<file path="src/rtl/ad1_sample_ctrl.sv">
// ad1_sample_ctrl -- periodic two-channel ADC sampling controller.
// A free-running tick (period DIV while enabled) launches a request/acknowledge
// handshake with the converter. The request is abandoned after TMO cycles
// without an acknowledge. Ticks that land mid-handshake are counted as overruns.
// Optional feature macro: AD1_AVG_EN -- when defined, four captures are averaged
// per channel before a sample is presented.
module ad1_sample_ctrl #(
  parameter int unsigned DIV = 200,
  parameter int unsigned TMO = 100
) (
  input  logic        bufclk,
  input  logic        reset,
  input  logic        enable,
  input  logic        clrflags,
  output logic        adcdav,
  input  logic        davadc,
  input  logic [11:0] adc0data,
  input  logic [11:0] adc1data,
  output logic [11:0] sample0,
  output logic [11:0] sample1,
  output logic        smpvalid,
  output logic        overrun,
  output logic        timeout
);

  typedef enum logic [1:0] {IDLE, REQ, RELEASE} state_t;

  localparam logic [15:0] DIV_LAST = 16'(DIV - 1);
  localparam logic [7:0]  TMO_LAST = 8'(TMO - 1);

  state_t      state_q, state_d;
  logic [15:0] tick_cnt_q, tick_cnt_d;
  logic [7:0]  wait_q, wait_d;
  logic        adcdav_q, adcdav_d;
  logic        smpvalid_q, smpvalid_d;
  logic        overrun_q, overrun_d;
  logic        timeout_q, timeout_d;
  logic [11:0] sample0_q, sample0_d;
  logic [11:0] sample1_q, sample1_d;
  logic        tick;
  logic        capture;
  logic        tmo_evt;

  // Sample-period counter: runs only while enabled, tick on its last count.
  always_comb begin
    tick       = enable && (tick_cnt_q == DIV_LAST);
    tick_cnt_d = tick_cnt_q + 16'd1;
    if (!enable || tick) begin
      tick_cnt_d = 16'd0;
    end
  end

  // Handshake FSM; the request line is the registered image of the REQ state.
  always_comb begin
    state_d = state_q;
    wait_d  = wait_q;
    capture = 1'b0;
    tmo_evt = 1'b0;
    case (state_q)
      IDLE: begin
        if (tick) begin
          state_d = REQ;
          wait_d  = 8'd0;
        end
      end
      REQ: begin
        if (davadc) begin
          capture = 1'b1;
          state_d = RELEASE;
        end else if (wait_q == TMO_LAST) begin
          tmo_evt = 1'b1;
          state_d = RELEASE;
        end else begin
          wait_d = wait_q + 8'd1;
        end
      end
      RELEASE: begin
        if (!davadc) begin
          state_d = IDLE;
        end
      end
      default: state_d = IDLE;
    endcase
    adcdav_d = (state_d == REQ);
  end

  // Sticky flags: a set event in the same cycle as clrflags keeps the flag set.
  always_comb begin
    overrun_d = overrun_q;
    timeout_d = timeout_q;
    if (clrflags) begin
      overrun_d = 1'b0;
      timeout_d = 1'b0;
    end
    if (tick && (state_q != IDLE)) begin
      overrun_d = 1'b1;
    end
    if (tmo_evt) begin
      timeout_d = 1'b1;
    end
  end

`ifdef AD1_AVG_EN
  logic [13:0] acc0_q, acc0_d;
  logic [13:0] acc1_q, acc1_d;
  logic [1:0]  cap_cnt_q, cap_cnt_d;
  logic [13:0] sum0, sum1;

  // Four-capture averaging; the fourth capture folds in and publishes (acc+new)>>2.
  always_comb begin
    sum0       = acc0_q + {2'b00, adc0data};
    sum1       = acc1_q + {2'b00, adc1data};
    acc0_d     = acc0_q;
    acc1_d     = acc1_q;
    cap_cnt_d  = cap_cnt_q;
    sample0_d  = sample0_q;
    sample1_d  = sample1_q;
    smpvalid_d = 1'b0;
    if (capture) begin
      if (cap_cnt_q == 2'd3) begin
        sample0_d  = sum0[13:2];
        sample1_d  = sum1[13:2];
        smpvalid_d = 1'b1;
        acc0_d     = 14'd0;
        acc1_d     = 14'd0;
        cap_cnt_d  = 2'd0;
      end else begin
        acc0_d    = sum0;
        acc1_d    = sum1;
        cap_cnt_d = cap_cnt_q + 2'd1;
      end
    end else if (!enable && (state_q == IDLE)) begin
      acc0_d    = 14'd0;
      acc1_d    = 14'd0;
      cap_cnt_d = 2'd0;
    end
  end

  // Averaging state registers.
  always_ff @(posedge bufclk) begin
    if (reset) begin
      acc0_q    <= 14'd0;
      acc1_q    <= 14'd0;
      cap_cnt_q <= 2'd0;
    end else begin
      acc0_q    <= acc0_d;
      acc1_q    <= acc1_d;
      cap_cnt_q <= cap_cnt_d;
    end
  end
`else
  // Direct path: every capture is published immediately with a strobe.
  always_comb begin
    sample0_d  = sample0_q;
    sample1_d  = sample1_q;
    smpvalid_d = 1'b0;
    if (capture) begin
      sample0_d  = adc0data;
      sample1_d  = adc1data;
      smpvalid_d = 1'b1;
    end
  end
`endif

  // Core state registers; reset wins over any handshake in progress.
  always_ff @(posedge bufclk) begin
    if (reset) begin
      state_q    <= IDLE;
      tick_cnt_q <= 16'd0;
      wait_q     <= 8'd0;
      adcdav_q   <= 1'b0;
      smpvalid_q <= 1'b0;
      overrun_q  <= 1'b0;
      timeout_q  <= 1'b0;
      sample0_q  <= 12'd0;
      sample1_q  <= 12'd0;
    end else begin
      state_q    <= state_d;
      tick_cnt_q <= tick_cnt_d;
      wait_q     <= wait_d;
      adcdav_q   <= adcdav_d;
      smpvalid_q <= smpvalid_d;
      overrun_q  <= overrun_d;
      timeout_q  <= timeout_d;
      sample0_q  <= sample0_d;
      sample1_q  <= sample1_d;
    end
  end

  assign adcdav   = adcdav_q;
  assign smpvalid = smpvalid_q;
  assign overrun  = overrun_q;
  assign timeout  = timeout_q;
  assign sample0  = sample0_q;
  assign sample1  = sample1_q;

endmodule

</file>
<file path="config.mk">
export PLATFORM = sky130hd
export DESIGN_NAME = ad1_sample_ctrl
export DESIGN_NICKNAME = d
export VERILOG_FILES = /design/src/rtl/ad1_sample_ctrl.sv
export SDC_FILE = /design/constraint.sdc
export NUM_CORES = 1
export LEC_CHECK = 0
export ABC_AREA = 0
export BUFFER_PORTS_ARGS = -buffer_cell sky130_fd_sc_hd__buf_2
export CAP_MARGIN = 20
export CORE_ASPECT_RATIO = 1.75
export CORE_MARGIN = 2
export CORE_UTILIZATION = 52
export CTS_CLUSTER_SIZE = 28
export DETAILED_ROUTE_END_ITERATION = 7
export GPL_ROUTABILITY_DRIVEN = 0
export GPL_TIMING_DRIVEN = 1
export HOLD_SLACK_MARGIN = 0.15
export PLACE_DENSITY = 0.79
export SYNTH_ARGS = -nofsm -noshare
export SYNTH_HDL_FRONTEND = slang
export SYNTH_SLANG_ARGS = --single-unit
</file>
<file path="constraint.sdc">
create_clock -name bufclk -period 2 [get_ports bufclk]
set_input_delay 0.2 -clock bufclk [delete_from_list [all_inputs] [get_ports bufclk]]
set_output_delay 0.2 -clock bufclk [all_outputs]
set_load 0.01 [all_outputs]
</file>
Yosys cells after proc, flatten, opt, wreduce, memory -nomap -nowiden:

Cells that the tools add are included.

* add/sub/neg operators: 2
* equal/unequal tests: 8
* mux-type cells: 18
* reduce and logical (&&, ||, !) cells: 11

Operator list (count)
* two-way mux 8 bit: 3
* adder 16 x 1 -> 16 bit, second input constant: 1
* equality test 16 x 8 -> 1 bit, second input constant: 1
* case mux 8 bit (2 select lines): 1
* two-way mux 1 bit: 9
* adder 8 x 1 -> 8 bit, second input constant: 1
* equality test 8 x 7 -> 1 bit, second input constant: 1
* two-way mux 2 bit: 4
* nonzero test 2 bit: 4
* inequality test 2 bit, second input constant: 3
* case mux 2 bit (3 select lines): 1
* equality test 2 x 1 -> 1 bit, second input constant: 2
* AND reduction 4 bit: 1
* equality test 2 bit, second input constant: 1
* logical AND 1 bit: 2
* zero test 2 bit: 1
* OR reduction 2 bit: 1
* zero test 1 bit: 1
* logical OR 1 bit: 1

* logic and storage cells: 48
* flip-flop bits (word level): 54
* input bits: 29
* output and inout bits: 28

Depth between registers and ports, before layout:

* depth after elaboration: 5
* gate-level depth with buffers: 7
* depth with buffers taken out: 5

Least setup slack after synthesis:

Ideal clock, no wire load.

* path kind: reg2reg
* from: register tick_cnt_q[0]
* to: register tick_cnt_q[3]
* data required time: 1.938 ns
* stages on the path, launching flop included: 8
* library setup time: 0.062 ns
* data arrival time: 1.652 ns
* slack: 0.285 ns
* buffers on the path: 2
* path through: dfxtp_1 ha_1 and4_4 and4_4 or3b_1 buf_6 buf_12 nor2_4

* cells in the longest elaborated chain, start to end: 4
* elaborated cells between the ends (all ways): 5
* those cells by class: 1 x add/sub; 1 x eq/ne; 3 x reduce/logical

Ends and longest elaborated chain
* start: declaration: RTL line 32 `logic [15:0] tick_cnt_q, tick_cnt_d;`
* start signal: assignment: RTL line 179 `tick_cnt_q <= tick_cnt_d;`
* parallel branches: the longest is 4 deep, another holds adder 16 x 1 -> 16 bit

Parallel ways; which one is timed is not known.
A chain may end at the register's enable or synchronous reset.

Worst setup path after layout:

* from: register wait_q[0]
* to: register wait_q[0]

* cells in the longest elaborated chain, start to end: 4
* elaborated cells between the ends (all ways): 7
* those cells by class: 1 x add/sub; 2 x eq/ne; 3 x mux; 1 x reduce/logical

Ends and longest elaborated chain
* start: declaration: RTL line 33 `logic [7:0] wait_q, wait_d;`
* start signal: assignment: RTL line 180 `wait_q <= wait_d;`
* adder 8 x 1 -> 8 bit: RTL line 74 `wait_d = wait_q + 8'd1;`
* two-way mux 8 bit: RTL line 70 `end else if (wait_q == TMO_LAST) begin`
* two-way mux 8 bit: RTL line 67 `if (davadc) begin`
* case mux 8 bit (2 select lines): RTL line 59 `case (state_q)`

Parallel ways exist; a longest one is shown, timed or not. The select of a mux whose other input is x is not followed.

==> metrics <==
# clock sinks 54; Yosys reg bits between 50 and 60; Post-CTS Hold Fix Bufs 24; Final Non-Filler Cells 397; R2R Setup Slk 150 ps; hold slack final 159 ps; hold path startpoint clrflags; htree depth 2; Die Wd 54.8 µm; CTS tree done; GRT Overall Usage 23.2%; die height between 90 and 100 µm; VDD IR-drop max just over 500 µV; Remaining DRCs 0; initial core utilization around 54%; RSZ-0062 raised after global routing false; Setup Slack @ Placement 178 ps; Pwr per Cell Area roughly 600 nW/µm²; Post-Synthesis Cell Area ~2300 µm²; Top-Level Pins 57; core area around 4400 µm²; aggregate global routing overflow 0; worst reg2reg path startpoint wait_q[0]$_SDFFE_PP0P_; Lkg Pwr approximately 1.1 nW; wl on met1 2140 µm; Setup CP Type reg2reg; Yosys Warn Count 0; antenna violations before repair 0; filler instances 348; slew at the pin closest to its max-slew limit ~460 ps; final setup vio count 0; outcome completed; final WL 5640 µm; delay-heaviest family, CP simple AND/OR/NAND/NOR gates; CP Buf/Inv Count 0; main flop type after synthesis dfxtp_1; Post-CTS Repair Setup Buffers 0; Syn Nets 298; post-DP HPWL between 3000 and 4000 µm; routed via count between 2000 and 2500; share of cells above drive strength 1 approximately a quarter; antenna-violating nets left 0; reg2reg path depth 5; dominant cell type by area after synthesis dfxtp_1; Longest Clk Path Bufs 2; hold violation count in the final report 0; drt first pass iters 4; fin util between 60% and 70%; Max Cap Viol 0; post-route clock period utilization 92.6%; pin count of the biggest net entering global routing 26; FF+latch area 1080 µm²; Worst Hold Class in2reg; CP Capture Type register; Post-DP Area 2640 µm²; fin. max-slew vios 0; clock-pin slew on the worst setup and hold paths around 100 ps; DR top layer met4; # port buffers 56; Crit path largest cell delay roughly 510 ps; Layout area overhead 26.8%; hold endpoint overrun$_SDFFE_PP0P_; sequential area share after synthesis a little under half; worst-skew pair later-pin latency ~310 ps; max_slew headroom between 60% and 70%; Post-synth EDFFs 0; Syn Area/Cell around 8.8 µm²; Row Count 32; first-pass GRT wire length around 8700 µm; Slowest-stage cell, CP or4b_4; CTS root buffer clkbuf_8; total chip power between 1.5 and 2 mW; Synth cell types 44; crit path cell chain ha_1, or4b_4, o21ai_2, or3_1, o21ai_1; met3 wire length approximately 240 µm; Worst path depth 5; synth top area cells dfxtp_1 (46%), nand2_1 (8.6%), a21oi_1 (6.4%), xnor2_1 (4.5%), nor2_4 (3.8%); post-DR wirelength/cell about 14 µm; placed cells between 300 and 400; most instantiated cells after synthesis dfxtp_1 (54), nand2_1 (54), a21oi_1 (30); post-route design area 2970 µm²; Layout Skew just over 6 ps; Mapped Cells between 200 and 300; clock buffer count from CTS 5; Antenna diodes 0; Layout Nets about 380; 1st-iter DRT viols 32; CP Max Fanout 8; worst r2r dst wait_q[0]$_SDFFE_PP0P_; startpoint type of the worst setup path register; Synth top area share ~46%; f_max about 540 MHz; post-layout min period ~1900 ps; footprint of the multi-input gates 1170 µm²; Sum Neg Setup Slack 0 ps; vias in the first global route between 2000 and 2500; post-CTS sizing 0; worst hold path stage count 3; DIE AREA 5090 µm²; CP arrival 2050 ps; WL met2 3090 µm; WP data required between 2000 and 2500 ps; vias per cell around 5.3; fraction of registers with async set/reset 0%; final worst slack 149 ps
[power breakdown]
group          switching [mW]  internal [mW]  leakage (nW)  total (mW)
registers             0.00154           1.08         0.435        1.08
clock network           0.354          0.246        0.0441       0.601
logic                  0.0447         0.0591         0.606       0.104
[registers in the layout, summed over array words and instances, names as in the netlist]
name / cells
sample0: 12
wait_q: 8
state_q: 2
adcdav: 1
sample1: 12
tick_cnt_q: 16
timeout: 1
overrun: 1
smpvalid: 1
[cells by family after synthesis]
group,after synthesis,share of synthesized area (%)
DFF,54,46.1
xor gates and xnor gates,15,5.60
buffers and inverters,17,3.89
AOI/OAI and AO/OA,45,11.3
adders and majority gates,2,1.07
and+or+nand+nor,134,32.1
[worst register-to-register path: cells and delay by family (launching register included)]
family | cells | cell delay (ps)
flip-flops | 1 | 440
adder cells (fa/ha/maj) | 1 | 280
AND/OR/NAND/NOR | 2 | 670
AO/OA/AOI/OAI | 2 | 360
[layout by cell type, fill, tap and decap left out, types with 3 or more instances in the layout]
cell | synthesis | routed
inv_1 | 4 | 4
nor2_1 | 13 | 13
nor4_2 | 3 | 3
dlygate4sd3_1 | 0 | 24
buf_4 | 0 | 4
nand4_1 | 5 | 5
nor4_1 | 6 | 6
xor2_1 | 3 | 3
nand2b_1 | 6 | 6
buf_2 | 2 | 56
dfxtp_1 | 54 | 54
clkbuf_8 | 0 | 5
xnor2_1 | 12 | 12
nand3b_1 | 8 | 8
nand3_1 | 7 | 7
nor2_4 | 8 | 8
o2111ai_1 | 3 | 3
nand2_1 | 54 | 54
a21oi_1 | 30 | 30
nor3_1 | 8 | 8
[worst max-delay path by stage]
stage          slack [ps]                  endpoint                startpoint
2_1_floorplan         290  tick_cnt_q[3]$_SDFF_PP0_  tick_cnt_q[0]$_SDFF_PP0_
6_report              150    wait_q[0]$_SDFFE_PP0P_    wait_q[0]$_SDFFE_PP0P_
4_1_cts               160    wait_q[0]$_SDFFE_PP0P_    wait_q[0]$_SDFFE_PP0P_
3_5_place_dp          180    wait_q[0]$_SDFFE_PP0P_    wait_q[0]$_SDFFE_PP0P_
5_1_grt                 3    wait_q[0]$_SDFFE_PP0P_    wait_q[0]$_SDFFE_PP0P_
3_3_place_gp          250    wait_q[0]$_SDFFE_PP0P_    wait_q[0]$_SDFFE_PP0P_
[routing by layer]
layer | vias up | track usage, %
met5 | - | 0
met4 | 0 | 10.0
met3 | 16 | 4.35
met2 | 53 | 43.8
met1 | 967 | 22.1
li1 | 1076 | -
[cell type report]
cell class / instances / share of cell area (%)
clock buffer: 5 / 2.31
timing repair buffer: 84 / 18.5
multi-input combinational: 196 / 39.5
clock inverter: 3 / 0.715
sequential: 54 / 36.3
tap: 51 / 2.15
inverter: 4 / 0.505
Power figures use the tool's default switching activity.
